File: config.mk
export PLATFORM = sky130hd
export DESIGN_NAME = pixel_write_scheduler
export DESIGN_NICKNAME = d
export VERILOG_FILES = /design/src/rtl/pixel_write_scheduler.sv
export SDC_FILE = /design/constraint.sdc
export NUM_CORES = 1
export LEC_CHECK = 0
export ABC_AREA = 1
export CAP_MARGIN = 20
export CORE_UTILIZATION = 45
export DETAILED_ROUTE_END_ITERATION = 8
export GPL_TIMING_DRIVEN = 0
export PLACE_DENSITY_LB_ADDON = 0.05
export SLEW_MARGIN = 25
export SYNTH_ARGS = -nofsm -noshare
export SYNTH_HDL_FRONTEND = slang
export SYNTH_SLANG_ARGS = --single-unit
File: constraint.sdc
create_clock -name clk -period 6.5 [get_ports clk]
set_clock_uncertainty 0.1 [all_clocks]
set_input_delay 0.65 -clock clk [delete_from_list [all_inputs] [get_ports clk]]
set_output_delay 0.65 -clock clk [all_outputs]
set_load 0.02 [all_outputs]
File: src/rtl/pixel_write_scheduler.sv
// Pixel RAM write-port scheduler: CPU 4-pixel word stores and a
// constant-value linear fill engine, round-robin arbitrated.
module pixel_write_scheduler #(
    parameter int ADDR_W = 18,
    parameter int PIX_W  = 8
) (
    input  logic                 clk,
    input  logic                 reset,
    input  logic                 cpu_req,
    input  logic [ADDR_W-1:0]    cpu_addr,
    input  logic [4*PIX_W-1:0]   cpu_data,
    output logic                 cpu_ack,
    input  logic                 fill_start,
    input  logic [ADDR_W-1:0]    fill_base,
    input  logic [ADDR_W-1:0]    fill_count,
    input  logic [PIX_W-1:0]     fill_value,
    output logic                 fill_busy,
    output logic                 fill_done,
    output logic                 ram_wren,
    output logic [ADDR_W-1:0]    ram_wraddress,
    output logic [PIX_W-1:0]     ram_data
);

    typedef enum logic [2:0] {
        IDLE,
        CPU_B0,
        CPU_B1,
        CPU_B2,
        CPU_B3,
        FILL_WR
    } state_t;

    state_t              state;
    state_t              state_n;
    logic [ADDR_W-1:0]   lat_addr;
    logic [4*PIX_W-1:0]  lat_data;
    logic                last_fill;
    logic [ADDR_W-1:0]   fill_ptr;
    logic [ADDR_W-1:0]   fill_rem;
    logic [PIX_W-1:0]    fill_val;

    logic                cpu_pend;
    logic                fill_pend;
    logic                fill_accept;
    logic                grant_cpu;
    logic                grant_fill;
    logic                wren_n;
    logic                ack_n;
    logic                done_n;
    logic [ADDR_W-1:0]   addr_n;
    logic [PIX_W-1:0]    data_n;

    assign cpu_pend    = cpu_req;
    assign fill_pend   = fill_busy && (fill_rem != '0);
    assign fill_accept = fill_start && !fill_busy;

    always_comb begin
        state_n    = IDLE;
        grant_cpu  = 1'b0;
        grant_fill = 1'b0;
        wren_n     = 1'b0;
        ack_n      = 1'b0;
        done_n     = 1'b0;
        addr_n     = ram_wraddress;
        data_n     = ram_data;
        unique case (state)
            CPU_B0: begin
                state_n = CPU_B1;
                wren_n  = 1'b1;
                addr_n  = lat_addr + ADDR_W'(1);
                data_n  = lat_data[PIX_W +: PIX_W];
            end
            CPU_B1: begin
                state_n = CPU_B2;
                wren_n  = 1'b1;
                addr_n  = lat_addr + ADDR_W'(2);
                data_n  = lat_data[2*PIX_W +: PIX_W];
            end
            CPU_B2: begin
                state_n = CPU_B3;
                wren_n  = 1'b1;
                addr_n  = lat_addr + ADDR_W'(3);
                data_n  = lat_data[3*PIX_W +: PIX_W];
            end
            default: begin
                // Decision point: round robin only matters on a tie
                if (cpu_pend && (!fill_pend || last_fill)) begin
                    grant_cpu = 1'b1;
                end else if (fill_pend) begin
                    grant_fill = 1'b1;
                end
                if (grant_cpu) begin
                    state_n = CPU_B0;
                    wren_n  = 1'b1;
                    ack_n   = 1'b1;
                    addr_n  = cpu_addr;
                    data_n  = cpu_data[PIX_W-1:0];
                end else if (grant_fill) begin
                    state_n = FILL_WR;
                    wren_n  = 1'b1;
                    addr_n  = fill_ptr;
                    data_n  = fill_val;
                    done_n  = (fill_rem == ADDR_W'(1));
                end
            end
        endcase
        if (fill_accept && (fill_count == '0)) begin
            done_n = 1'b1;
        end
    end

    always_ff @(posedge clk) begin
        if (reset) begin
            state         <= IDLE;
            lat_addr      <= '0;
            lat_data      <= '0;
            last_fill     <= 1'b1;
            cpu_ack       <= 1'b0;
            fill_done     <= 1'b0;
            ram_wren      <= 1'b0;
            ram_wraddress <= '0;
            ram_data      <= '0;
        end else begin
            state         <= state_n;
            cpu_ack       <= ack_n;
            fill_done     <= done_n;
            ram_wren      <= wren_n;
            ram_wraddress <= addr_n;
            ram_data      <= data_n;
            if (grant_cpu) begin
                lat_addr  <= cpu_addr;
                lat_data  <= cpu_data;
                last_fill <= 1'b0;
            end else if (grant_fill) begin
                last_fill <= 1'b1;
            end
        end
    end

    always_ff @(posedge clk) begin
        if (reset) begin
            fill_busy <= 1'b0;
            fill_ptr  <= '0;
            fill_rem  <= '0;
            fill_val  <= '0;
        end else begin
            if (fill_accept) begin
                if (fill_count != '0) begin
                    fill_busy <= 1'b1;
                    fill_ptr  <= fill_base;
                    fill_rem  <= fill_count;
                    fill_val  <= fill_value;
                end
            end else if (grant_fill) begin
                fill_ptr <= fill_ptr + ADDR_W'(1);
                fill_rem <= fill_rem - ADDR_W'(1);
            end else if (fill_busy && fill_done) begin
                // Busy stays up through the final-write cycle
                fill_busy <= 1'b0;
            end
        end
    end

endmodule

==> flow_summary_export.csv, run 1 <==
group,metric,value,unit
critical_path,arrival,3.42,ns
critical_path,required,6.72,ns
cts,numCtsBuffers,17,
placed_design,place_area,8630,µm²
layout,syn_to_final_growth,30.5,%
cts,clk-insertion-delay-late,0.43,ns
cts,cts.sinks,120,
layout,drive_above_1_share,0.0594,
cts,root_buffer,"clkbuf_16",
layout,multi_input_area,3880,µm²
critical_path,r2r-end,"ram_wraddress[12]",
critical_path,end_kind,"flop",
die,start_util,0.463,
cts,cts.clk_slew.worst_paths,0.06,ns
placed_design,portBuffers,127,
synthesis,syn_area_per_cell,6.15,µm²
die,row_count,45,
cts,htreeDepth,4,
grt,use_met2,0.500,
die,die-width,128,µm
cts,cts_resized,0,
critical_path,crit_start,"state[2]",
detailed_routing,drt_iter0_markers,573,
sta,finalCritPeriodShare,0.491,
placed_design,gp_congestion,0.929,
critical_path,path_class,"reg -> reg",
grt,overflow,0,
sta,drv_slew,0,
detailed_routing,wl_per_cell,14.8,µm
grt,busiest_layer,"met2",
grt,grt.met3_usage,0.0498,
sta,worst_pin_slew,0.696,ns
synthesis,synth.largest_area_cell,"dfxtp_1",
die,ios,128,
detailed_routing,firstDrtPassIters,6,
sta,maxSlewHeadroom,0.534,
synthesis,yosys-top-cells-area,"dfxtp_1 34%, nand2_1 16%, nor2_1 8.6%",
synthesis,yosysSeqAreaShare,0.338,
sta,setup_violations,0,
critical_path,startpoint_type,"flop",
cts,post-cts-setup-buffer-count,0,
synthesis,synthArstFlopShare,0,
layout,utilization,0.605,
grt,grt.met1_usage,0.365,
layout,regArea,2400,µm²
grt,grt_usage,0.287,
detailed_routing,vias_per_cell,5.11,
sta,fin_crit,3.19,ns
critical_path,r2r_slack,3.31,ns
synthesis,ys_seq_elements,120,
pwr,vdd_ir_drop_max,0.000213,V
grt,grt_pass1_wl,36.5,mm
grt,grt_pass1_vias,7258,
critical_path,cp_max_fo,9,
sta,fin_setup_tns,0,ns
detailed_routing,route.detailed.drc,0,
sta,hold_viol,0,
pwr,power_leakage,4.10,nW
detailed_routing,postRouteAntennaNets,0,
detailed_routing,vias,7783,
synthesis,syn_inst,1155,
detailed_routing,totalWireLength,22.5,mm
sta,clock.fmax,313,MHz
critical_path,endpoint,"ram_wraddress[12]",
cts,cts_buffer_depth,2,
cts,cts_tree,"done",
synthesis,synthFlopType,"dfxtp_1",
run,drv_cap,0,
critical_path,reg2reg_depth,15,
sta,rsz0062_at_grt,"no",
synthesis,netlist.area_leader.share,0.338,
synthesis,synth.distinct_cells,39,
cts,postCtsHoldBufs,0,
synthesis,netlist_area,7100,µm²
layout,fillCellCount,1566,
synthesis,syn-num-nets,1259,
critical_path,rr_startpoint,"state[2]",
synthesis,yosys_warnings,0,
die,fp.dieArea,16300,µm²
layout,finalNetCount,1405,
outcome,outcome,"finished clean",
min_path,hold_path_class,"reg -> reg",
grt,grt_max_degree,17,
layout,antennaDiodeCount,0,
pwr,p_per_area,300,nW/µm²
placed_design,hpwl,16.9,mm
synthesis,synth_edf_count,0,
grt,antenna_found_initial,0,
pwr,power.total,2.78,mW
layout,fin_area,9260,µm²
die,die_h,128,µm
die,coreArea,15300,µm²
[per-stage QoR]
step	worst slack [ns]	instances	hold slack, ns
after floorplan	4.09	1155	0.329
final	3.31	1524	0.352
after detailed placement	3.37	1493	0.346
after global placement	3.38	1493	0.340
after global routing	3.13	1524	0.373
after CTS	3.34	1524	0.354
[critical path: stages (launching register included)]
cell and delay (ns):
dfxtp_1 0.32, inv_1 0.07, nand2_1 0.11, nor2_1 0.56, inv_1 0.25, fa_1 0.49, nor2_1 0.24, nand2_1 0.18
nor2_1 0.22, nand2_1 0.08, nand3_1 0.08, nand2_1 0.08, nor2_1 0.13, nand3_1 0.09, nand2_1 0.06, inv_1 0.03
[Yosys cell counts, types with 2 or more instances]
| cell | number |
|---|---|
| a31oi_1 | 7 |
| nand3_2 | 2 |
| nor3_1 | 15 |
| xnor2_1 | 2 |
| nand2_4 | 3 |
| o221ai_1 | 3 |
| o31ai_1 | 2 |
| nand3b_1 | 9 |
| buf_2 | 16 |
| nand2_1 | 294 |
| inv_2 | 6 |
| nand3_1 | 122 |
| ha_1 | 5 |
| xor2_1 | 10 |
| o22ai_1 | 5 |
| o21ai_0 | 93 |
| a21oi_1 | 76 |
| nor2_1 | 163 |
| nor2_2 | 5 |
| dfxtp_1 | 120 |
| clkbuf_1 | 19 |
| nand2_2 | 2 |
| nand4_1 | 7 |
| buf_6 | 7 |
| o21a_1 | 2 |
| buf_1 | 7 |
| inv_1 | 138 |
| nor4_1 | 4 |
[cells by family after synthesis]
family	share of synthesized area
flops	0.338
xor+xnor	0.0148
compound gates	0.141
fa+ha+maj	0.0116
buf+inv	0.115
simple gates	0.379
[where the power goes]
part,leakage [nW],internal (mW),switching (mW)
registers,0.992,0.847,0.0866
logic,2.81,0.321,0.502
clock network,0.299,0.660,0.358
total,4.10,1.83,0.947
[how the worst min path moves through the flow]
stage	start	end	slack, ns	cells past startpoint
after global routing	lat_data[22]	lat_data[22]	0.37	2
final	fill_val[0]	fill_val[0]	0.35	2
after CTS	lat_data[16]	lat_data[16]	0.35	2
after detailed placement	lat_data[21]	lat_data[21]	0.35	2
after global placement	lat_data[20]	lat_data[20]	0.34	2
after floorplan	lat_data[20]	lat_data[20]	0.33	2
[metal layers]
| metal | part of all wire | vias to the layer above |
|---|---|---|
| li1 | - | 4002 |
| met1 | 0.46 | 3506 |
| met2 | 0.47 | 242 |
| met3 | 0.057 | 33 |
| met4 | 0.014 | 0 |
| met5 | 0 | - |
[layout make-up]
type	instances	area share
Sequential cell	120	0.259
Clock inverter	11	0.0184
Multi-Input combinational cell	839	0.419
Tap cell	211	0.0285
Inverter	146	0.0599
Clock buffer	20	0.0493
Timing Repair Buffer	127	0.137
Buffer	50	0.0285
[cells in the final DEF, fill, tap and decap left out, drive strengths merged, types with 2 or more instances in the layout]
| cell type | instances |
|---|---|
| nand2 | 299 |
| nor2 | 170 |
| inv | 146 |
| clkdlybuf4s50 | 127 |
| nand3 | 125 |
| dfxtp | 120 |
| o21ai | 93 |
| a21oi | 76 |
| clkbuf | 39 |
| buf | 31 |
| nor3 | 15 |
| xor2 | 10 |
| nand3b | 9 |
| nand4 | 7 |
| a31oi | 7 |
| o22ai | 5 |
| ha | 5 |
| nor4 | 4 |
| bufinv | 4 |
| clkinv | 4 |
| o221ai | 3 |
| clkinvlp | 3 |
| o21a | 2 |
| xnor2 | 2 |
| o31ai | 2 |
[registers in the layout, summed over array words and instances, names as in the netlist, 3 cells and up]
register	count
ram_data	8
fill_rem	18
state	3
ram_wraddress	18
fill_ptr	18
fill_val	8
lat_addr	18
lat_data	24
No activity file was read; power rests on OpenSTA's default activity.
==> run 2, diff against run 1 <==
==> constraint.sdc (replaced) <==
create_clock -name clk -period 3.23 [get_ports clk]
set_clock_uncertainty 0.1 [all_clocks]
set_input_delay 0.323 -clock clk [delete_from_list [all_inputs] [get_ports clk]]
set_output_delay 0.323 -clock clk [all_outputs]
set_load 0.02 [all_outputs]
==> flow_summary_export.csv, run 2 (synthesized netlist as in run 1, its figures left out) <==
group,metric,value,unit
layout,final_common_cell,"nand2_1",
cts,htreeDepth,4,
cts,cts.clk_slew.worst_paths,0.06,ns
critical_path,cp_slowest_cell,"fa_1",
pwr,p_per_area,604,nW/µm²
critical_path,required,3.45,ns
cts,postCtsHoldBufs,0,
placed_design,place_area,8630,µm²
detailed_routing,route.detailed.drc,0,
cts,root_buffer,"clkbuf_16",
layout,most-common-layout-cells,"294 x nand2_1, 162 x nor2_1, 138 x inv_1, 127 x clkdlybuf4s50_1, 122 x nand3_1",
placed_design,gp_congestion,0.929,
run,drv_cap,0,
sta,worst_slack,0.290,ns
layout,fillCellCount,1567,
grt,grt_usage,0.287,
die,fp.dieArea,16300,µm²
detailed_routing,wl_per_cell,14.8,µm
detailed_routing,vias,7755,
sta,rsz0062_at_grt,"no",
pwr,cell_internal_pwr,3.68,mW
sta,setup_violations,0,
critical_path,cpPeakStageDelay,0.47,ns
die,ios,128,
detailed_routing,totalWireLength,22.5,mm
cts,cts.sinks,120,
critical_path,crit_chain,"inv_1 > nand2_1 > nor2_2 > inv_1 > fa_1 > nor2_1 > nand2_1 > nor2_1 > nand2_1 > nand3_1 > nand2_1 > nor2_1 > nand3_1 > nand2_1 > inv_1",
critical_path,crit_top_cell,"nand2_1",
sta,hold_viol,0,
die,start_util,0.463,
grt,grt_pass1_wl,36.5,mm
layout,largest_register,"lat_data",
layout,syn_to_final_growth,30.5,%
min_path,hold_path_class,"reg -> reg",
sta,fin_setup_tns,0,ns
cts,numCtsBuffers,17,
pwr,combPwrFrac,0.297,
detailed_routing,vias_per_cell,5.09,
die,coreArea,15300,µm²
detailed_routing,drt_iter0_markers,548,
pwr,power_leakage,4.10,nW
layout,fin_cells,1524,
layout,finalNetCount,1405,
critical_path,arrival,3.16,ns
sta,finalCritPeriodShare,0.910,
grt,overflow,0,
placed_design,dp_slack,0.103,ns
placed_design,place_inst,1493,
critical_path,end_kind,"flop",
sta,drv_slew,0,
cts,cts_buffer_depth,2,
die,die_h,128,µm
sta,fin_crit,2.94,ns
die,row_count,45,
detailed_routing,postRouteAntennaNets,0,
pwr,power_frac_seq,0.336,
sta,clock.fmax,340,MHz
placed_design,portBuffers,127,
layout,fin_area,9260,µm²
outcome,outcome,"finished clean",
cts,clk-insertion-delay-late,0.43,ns
sta,worst_pin_slew,0.624,ns
grt,grt_pass1_vias,7258,
grt,antenna_found_initial,0,
layout,antennaDiodeCount,0,
sta,maxSlewHeadroom,0.584,
critical_path,startpoint_type,"flop",
pwr,p_clk_frac,0.367,
placed_design,hpwl,16.9,mm
detailed_routing,firstDrtPassIters,5,
cts,cts_tree,"done",
pwr,swShare,0.342,
pwr,vdd_ir_drop_max,0.000430,V
critical_path,cp_max_fo,9,
layout,drive_above_1_share,0.0602,
grt,grt_max_degree,17,
pwr,power_switching,1.91,mW
critical_path,path_class,"reg -> reg",
die,die-width,128,µm
layout,largest_register_ffs,24,
run 2: final timing paths:
path	startpoint	to	slack, ns	cells after the start
setup / recovery	state[2]	ram_wraddress[12]	0.29	15
hold / removal	fill_val[0]	fill_val[0]	0.35	2
setup reg to reg	state[2]	ram_wraddress[12]	0.29	15
hold reg to reg	fill_val[0]	fill_val[0]	0.35	2
run 2: through the flow:
| stage | utilization | power (mW) | hold slack (ns) |
|---|---|---|---|
| 2_1_floorplan | - | 2.94 | 0.329 |
| 3_3_place_gp | 0.564 | 3.53 | 0.340 |
| 3_5_place_dp | 0.564 | 3.54 | 0.346 |
| 4_1_cts | 0.605 | 5.59 | 0.354 |
| 5_1_grt | 0.605 | 5.90 | 0.373 |
| 6_report | 0.605 | 5.59 | 0.352 |
run 2: critical path, delay by kind of cell (launching register included):
kind          cells  cell delay, ns
fa+ha+maj         1            0.47
buf+inv           3            0.29
flops             1            0.32
simple gates     11            1.66
run 2: layout make-up:
cell class,count,area [µm²],share of cell area
inverter,146,554,0.0598
buffer,50,264,0.0285
clock buffer,20,457,0.0493
tap,211,264,0.0285
clock inverter,11,170,0.0184
timing repair buffer,127,1270,0.137
multi-input combinational,839,3880,0.419
sequential,120,2400,0.259
run 2: metal layers:
| metal | wire [µm] | GRT usage | share of wire | vias up |
|---|---|---|---|---|
| met4 | 293 | 0.0747 | 0.013 | 0 |
| met5 | 0 | 0 | 0 | - |
| li1 | - | - | - | 3999 |
| met3 | 1130 | 0.0498 | 0.050 | 30 |
| met1 | 10400 | 0.365 | 0.46 | 3502 |
| met2 | 10700 | 0.500 | 0.47 | 224 |
run 2: power groups by stage:
stage | Combinational, mW | Sequential, mW | Clock (mW)
final | 1.66 | 1.88 | 2.05
after global routing | 1.86 | 1.91 | 2.13
after CTS | 1.65 | 1.87 | 2.06
after detailed placement | 1.64 | 1.90 | 0
after global placement | 1.63 | 1.90 | 0
after floorplan | 1.01 | 1.93 | 0
run 2: timing repair:
item,in CTS,in global routing
endpoints found under the hold margin,0,0
endpoints found under the setup margin,0,3
gates resized for setup,0,1
buffers inserted,0,0
